--- src/rtl/stall_ctrl.sv ---
`default_nettype none
// ============================================================================
// Module      : stall_ctrl
// Description : Pipeline hazard and multi-cycle sequencing controller for the
//               five-stage core. It detects load-use hazards that the EX/MEM/WB
//               forwarding paths cannot cover and inserts a single bubble for
//               each one. It also sequences the external iterative divider:
//               PC..EX are held until the divider finishes or the watchdog
//               fires, the result is latched, and the pipe is released once.
// Revision    : 1.0 - initial release
// ----------------------------------------------------------------------------
// Ports
//   clk                 core clock
//   rst                 asynchronous active-high reset
//   flush_i             exception/eret flush, cancels any divide in progress
//   id_rs_ren_i/id_rs_i ID-stage rs read enable / address
//   id_rt_ren_i/id_rt_i ID-stage rt read enable / address
//   ex_is_load_i        instruction in EX is a load
//   ex_wreg_i           EX instruction writes the register file
//   ex_waddr_i          EX destination register
//   ex_div_req_i        valid divide instruction in EX
//   div_ready_i         divider result valid (single-cycle pulse)
//   div_result_i        divider result {hi, lo}
//   stall_o             per-stage hold: bit0 PC, 1 IF, 2 ID, 3 EX, 4 MEM, 5 WB
//   div_start_o         one-cycle start pulse to the divider
//   div_cancel_o        one-cycle abort to the divider
//   div_result_q_o      latched divider result
//   div_result_valid_o  latched result is usable by EX this cycle
//   div_timeout_o       sticky watchdog flag
//   load_stall_cnt_o    saturating count of load-use stall cycles
//   div_stall_cnt_o     saturating count of divide stall cycles
// ============================================================================
module stall_ctrl #(
    parameter int DIV_MAX_CYCLES = 40
) (
    input  logic        clk,
    input  logic        rst,
    input  logic        flush_i,
    input  logic        id_rs_ren_i,
    input  logic [4:0]  id_rs_i,
    input  logic        id_rt_ren_i,
    input  logic [4:0]  id_rt_i,
    input  logic        ex_is_load_i,
    input  logic        ex_wreg_i,
    input  logic [4:0]  ex_waddr_i,
    input  logic        ex_div_req_i,
    input  logic        div_ready_i,
    input  logic [63:0] div_result_i,
    output logic [5:0]  stall_o,
    output logic        div_start_o,
    output logic        div_cancel_o,
    output logic [63:0] div_result_q_o,
    output logic        div_result_valid_o,
    output logic        div_timeout_o,
    output logic [31:0] load_stall_cnt_o,
    output logic [31:0] div_stall_cnt_o
);

    localparam logic [5:0] STALL_NONE = 6'b000000;
    localparam logic [5:0] STALL_LOAD = 6'b000111;  // hold PC/IF/ID, bubble into EX
    localparam logic [5:0] STALL_DIV  = 6'b001111;  // hold PC..EX while dividing
    localparam logic [5:0] CYC_LAST   = 6'(DIV_MAX_CYCLES - 1);
    localparam logic [31:0] CNT_MAX   = 32'hFFFF_FFFF;

    typedef enum logic [1:0] {
        ST_IDLE     = 2'd0,
        ST_DIV_RUN  = 2'd1,
        ST_DIV_DONE = 2'd2
    } state_t;

    state_t      state_q, state_d;
    logic [5:0]  cyc_q, cyc_d;
    logic [63:0] div_result_q, div_result_d;
    logic        div_timeout_q, div_timeout_d;
    logic [31:0] load_cnt_q, load_cnt_d;
    logic [31:0] div_cnt_q, div_cnt_d;

    // Ungated combinational decisions; the outputs are these forced to zero
    // while rst is high so nothing leaks out before the first clock.
    logic [5:0]  stall_c;
    logic        start_c;
    logic        cancel_c;
    logic        valid_c;
    logic        load_use;

    // A load in EX whose destination is read in ID cannot be forwarded yet:
    // the data only exists at the end of MEM. r0 never creates a hazard.
    always_comb begin
        load_use = ex_is_load_i & ex_wreg_i & (ex_waddr_i != 5'd0) &
                   ((id_rs_ren_i & (id_rs_i == ex_waddr_i)) |
                    (id_rt_ren_i & (id_rt_i == ex_waddr_i)));
    end

    // ------------------------------------------------------------------
    // Next-state and output logic
    // ------------------------------------------------------------------
    always_comb begin
        state_d       = state_q;
        cyc_d         = cyc_q;
        div_result_d  = div_result_q;
        div_timeout_d = div_timeout_q;
        stall_c       = STALL_NONE;
        start_c       = 1'b0;
        cancel_c      = 1'b0;
        valid_c       = 1'b0;

        if (flush_i) begin
            // Flush beats everything, including a same-cycle div_ready:
            // the result belongs to a cancelled instruction and is dropped.
            state_d  = ST_IDLE;
            cancel_c = (state_q == ST_DIV_RUN);
        end else begin
            case (state_q)
                ST_IDLE: begin
                    if (ex_div_req_i) begin
                        // The EX hold also covers any load-use in ID.
                        start_c = 1'b1;
                        stall_c = STALL_DIV;
                        cyc_d   = 6'd0;
                        state_d = ST_DIV_RUN;
                    end else begin
                        stall_c = load_use ? STALL_LOAD : STALL_NONE;
                    end
                end

                ST_DIV_RUN: begin
                    stall_c = STALL_DIV;
                    if (div_ready_i) begin
                        div_result_d = div_result_i;
                        state_d      = ST_DIV_DONE;
                    end else if (cyc_q == CYC_LAST) begin
                        // Divider never answered: release the pipe with a
                        // zero result and leave a sticky flag behind.
                        div_timeout_d = 1'b1;
                        div_result_d  = 64'd0;
                        state_d       = ST_DIV_DONE;
                    end else begin
                        cyc_d = cyc_q + 6'd1;
                    end
                end

                ST_DIV_DONE: begin
                    // ex_div_req_i is still high for the finishing divide;
                    // going straight to IDLE without looking at it is what
                    // keeps the divider from being restarted.
                    stall_c = load_use ? STALL_LOAD : STALL_NONE;
                    valid_c = 1'b1;
                    state_d = ST_IDLE;
                end

                default: begin
                    state_d = ST_IDLE;
                end
            endcase
        end
    end

    always_comb begin
        stall_o            = rst ? STALL_NONE : stall_c;
        div_start_o        = ~rst & start_c;
        div_cancel_o       = ~rst & cancel_c;
        div_result_valid_o = ~rst & valid_c;
    end

    // ------------------------------------------------------------------
    // Saturating performance counters
    // ------------------------------------------------------------------
    always_comb begin
        load_cnt_d = load_cnt_q;
        div_cnt_d  = div_cnt_q;
        if ((stall_c == STALL_LOAD) && (state_q != ST_DIV_RUN) && (load_cnt_q != CNT_MAX)) begin
            load_cnt_d = load_cnt_q + 32'd1;
        end
        if (stall_c[3] && (div_cnt_q != CNT_MAX)) begin
            div_cnt_d = div_cnt_q + 32'd1;
        end
    end

    // ------------------------------------------------------------------
    // State registers
    // ------------------------------------------------------------------
    always_ff @(posedge clk or posedge rst) begin
        if (rst) begin
            state_q       <= ST_IDLE;
            cyc_q         <= 6'd0;
            div_result_q  <= 64'd0;
            div_timeout_q <= 1'b0;
            load_cnt_q    <= 32'd0;
            div_cnt_q     <= 32'd0;
        end else begin
            state_q       <= state_d;
            cyc_q         <= cyc_d;
            div_result_q  <= div_result_d;
            div_timeout_q <= div_timeout_d;
            load_cnt_q    <= load_cnt_d;
            div_cnt_q     <= div_cnt_d;
        end
    end

    assign div_result_q_o   = div_result_q;
    assign div_timeout_o    = div_timeout_q;
    assign load_stall_cnt_o = load_cnt_q;
    assign div_stall_cnt_o  = div_cnt_q;

endmodule
`default_nettype wire

--- config.mk ---
export PLATFORM = sky130hd
export DESIGN_NAME = stall_ctrl
export DESIGN_NICKNAME = d
export VERILOG_FILES = /design/src/rtl/stall_ctrl.sv
export SDC_FILE = /design/constraint.sdc
export NUM_CORES = 1
export LEC_CHECK = 0
export BUFFER_PORTS_ARGS = -buffer_cell sky130_fd_sc_hd__buf_4
export CAP_MARGIN = 10
export CELL_PAD_IN_SITES_DETAIL_PLACEMENT = 1
export CELL_PAD_IN_SITES_GLOBAL_PLACEMENT = 1
export CORE_MARGIN = 3
export CORE_UTILIZATION = 30
export CTS_CLUSTER_DIAMETER = 100
export CTS_CLUSTER_SIZE = 40
export DETAILED_ROUTE_END_ITERATION = 7
export MAX_ROUTING_LAYER = met4
export PLACE_DENSITY = 0.65
export SLEW_MARGIN = 30
export SYNTH_ARGS = -nofsm -noshare
export SYNTH_HDL_FRONTEND = slang
export SYNTH_SLANG_ARGS = --single-unit
export TNS_END_PERCENT = 1
--- constraint.sdc ---
create_clock -name clk -period 5.9 [get_ports clk]
set_clock_uncertainty 0.15 [all_clocks]
set_input_delay 0.59 -clock clk [delete_from_list [all_inputs] [get_ports clk]]
set_output_delay 0.59 -clock clk [all_outputs]
set_load 0.01 [all_outputs]
==> impl_metrics.env <==
export IMPL_vias=4934
export IMPL_ys_ff_latch=137
export IMPL_synth_commonest_cells="137 x dfrtp_1, 64 x a22o_1, 42 x xnor2_1"
export IMPL_cts_max_path_buffers=2
export IMPL_cts_resized_gates=0
export IMPL_grt_ovfl_total=0
export IMPL_syn_area_sq_mm=0.00610
export IMPL_worstPathRequired_ps=5160
export IMPL_drt_first_pass_iters=4
export IMPL_path_class="flip-flop to output port"
export IMPL_p_sw_mw=0.820
export IMPL_r2r_slack_ps=3300
export IMPL_wl_mm=18.3
export IMPL_hold_viol=0
export IMPL_remaining_drc_errors=0
export IMPL_p_sw_share_pct=29.3
export IMPL_fp_dieH_microns=149
export IMPL_globalplace_congestion=0.824
export IMPL_htreeDepth=4
export IMPL_fin_nets=815
export IMPL_num_rows=51
export IMPL_wl_per_cell_microns=18.3
export IMPL_synth_area_leaders="dfrtp_1 56%, a22o_1 9.2%, xnor2_1 6.0%, xor2_1 4.2%, nand4_1 2.5%"
export IMPL_antennaDiodeCount=0
export IMPL_root_buffer="clkbuf_16"
export IMPL_start_util_pct=30.9
export IMPL_antenna_found_initial=0
export IMPL_grt_usage_pct=17.3
export IMPL_synthCells=507
export IMPL_fin_area_sq_mm=0.00858
export IMPL_areaGrowthSynthToFinish_pct=40.6
export IMPL_status="complete, no violations"
export IMPL_rsz0062_at_grt="false"
export IMPL_yosysUniqueCellTypes=59
export IMPL_max_freq_mhz=313
export IMPL_drv_cap=0
export IMPL_clk_pin_slew_ps=70
export IMPL_drive_above_1_share_pct=39.5
export IMPL_dp_cells=970
export IMPL_core_area_sq_mm=0.0197
export IMPL_die_w_microns=149
export IMPL_hold_class="input port to asynchronous set/reset pin"
export IMPL_cts_hold_buf=0
export IMPL_dieArea_sq_mm=0.0221
export IMPL_worstSetupEndpointType="output port"
export IMPL_start_kind="flip-flop"
export IMPL_cts_setup_buffers=0
export IMPL_internal_power_mw=1.98
export IMPL_grt_first_pass_wirelength_mm=29.6
export IMPL_numClockSinks=137
export IMPL_fin_tns_setup_ps=0
export IMPL_crit_arrival_ps=2450
export IMPL_synth_top_cell_by_area="dfrtp_1"
export IMPL_relSlewSlack_pct=44.5
export IMPL_cts_tree="built"
export IMPL_grt_max_degree=79
export IMPL_dp_hpwl_mm=13.2
export IMPL_synth_edf_count=0
export IMPL_path_max_fanout=7
export IMPL_finalCritPeriodShare_pct=54.1
export IMPL_clk_latency_ps=420
export IMPL_seq_power_share_pct=42.3
export IMPL_grt_pass1_vias=5461
export IMPL_p_per_area_mw_per_mm2=327
export IMPL_tightest_slew_ps=832
export IMPL_synth_top_cell_area_share_pct=56.2
export IMPL_setup_violations=0
export IMPL_ir_drop_mv=0.159
export IMPL_ant_nets=0
export IMPL_drt_iter0_markers=169
export IMPL_port_buffers=223
export IMPL_ys_seq_area_share_pct=56.2
export IMPL_via_per_inst=4.92
export IMPL_slew_violations=0
export IMPL_synth_warnings=0
export IMPL_async_reset_ff_share_pct=100
export IMPL_syn_area_per_cell_sq_um=12.0
export IMPL_synthFlopType="dfrtp_1"
export IMPL_post_synth_top_count_cell="dfrtp_1"
export IMPL_placed_area_sq_mm=0.00798
export IMPL_finalCriticalPeriod_ps=3190
export IMPL_num_io_pins=226
export IMPL_pwr_share_comb_pct=19.0
export IMPL_clockPowerShare_pct=38.8
export IMPL_fin_util_pct=43.5
export IMPL_fin_cells=1002
export IMPL_cts_inserted_buffers=17
export IMPL_p_leak_nw=4.18
-- placed cells by master, fill, tap and decap left out, drive strengths merged, types with 18 or more instances in the layout --
master  instances
a22o           64
buf           225
dfrtp         137
inv            21
nand2          27
nand3          26
nand4          25
nor2           26
nor3           18
xnor2          42
xor2           29
-- per-layer routing --
metal  vias to the layer above  track usage, %  routed length [microns]  share of wire [%]
li1                       2265               -                        -                  -
met1                      2454            22.2                     8270                 45
met2                       194            25.8                     8300                 45
met3                        21            5.73                     1540                8.4
met4                         0            5.68                      235                1.3
met5                         -               -                        0                  0
-- area by class of cell --
class / count / area [sq um]
inverters: 11 / 46.3
fillers: 2132 / 11100
well taps: 265 / 332
clock inverters: 15 / 174
multi-input cells: 332 / 2480
flip-flops and latches: 137 / 3430
repair buffers: 225 / 1690
clock buffers: 17 / 425
-- path summary, 6_finish.rpt --
kind                                       end  cells past startpoint        startpoint
setup / recovery                   div_start_o                      7          cyc_q[0]
hold / removal             div_stall_cnt_o[22]                      2               rst
setup reg to reg             div_result_q_o[3]                      5          cyc_q[0]
hold reg to reg                  div_timeout_o                      2     div_timeout_o
max in group asynchronous    div_result_q_o[2]                      3               rst
min in group clk            div_result_q_o[56]                      2  div_result_i[56]
-- per-stage QoR --
step / setup slack [ps] / power (mW) / hold slack (ps)
2_1_floorplan: 1190 / 1.41 / 317
3_3_place_gp: 3270 / 1.72 / 321
3_5_place_dp: 3170 / 1.74 / 318
4_1_cts: 2690 / 2.85 / 192
5_1_grt: 2510 / 2.94 / 212
6_report: 2710 / 2.80 / 157
-- critical path, cell delays in order (launching register included) --
cell,delay (ps)
dfrtp_1,420
ha_1,280
a41oi_1,440
mux2i_1,130
or2_2,360
inv_1,90
and3_1,190
buf_4,130
-- power by group through the flow --
stage	combinational, mW	sequential, mW	clock, mW
after global placement	0.525	1.19	0
after floorplan	0.187	1.22	0
after detailed placement	0.549	1.19	0
after CTS	0.543	1.19	1.12
after global routing	0.577	1.20	1.16
final	0.532	1.18	1.09
-- logic make-up (layout without fill, tap and decap cells) --
group                      Yosys count  count (layout)  share of synthesized area, %
and+or+nand+nor                    169             169                          17.2
DFF                                137             137                          56.2
AOI/OAI and AO/OA                   84              84                          11.9
xor gates and xnor gates            71              71                          10.2
buffers and inverters               39             268                          3.28
adders and majority gates            3               3                         0.615
muxes                                3               3                         0.595
other                                1               2                        0.0615
-- state kept, by name, summed over array words and instances, names as in the netlist --
signal / flops
div_stall_cnt_o: 32
cyc_q: 6
div_timeout_o: 1
state_q: 2
load_stall_cnt_o: 32
div_result_q_o: 64
No activity file was read; power rests on OpenSTA's default activity.
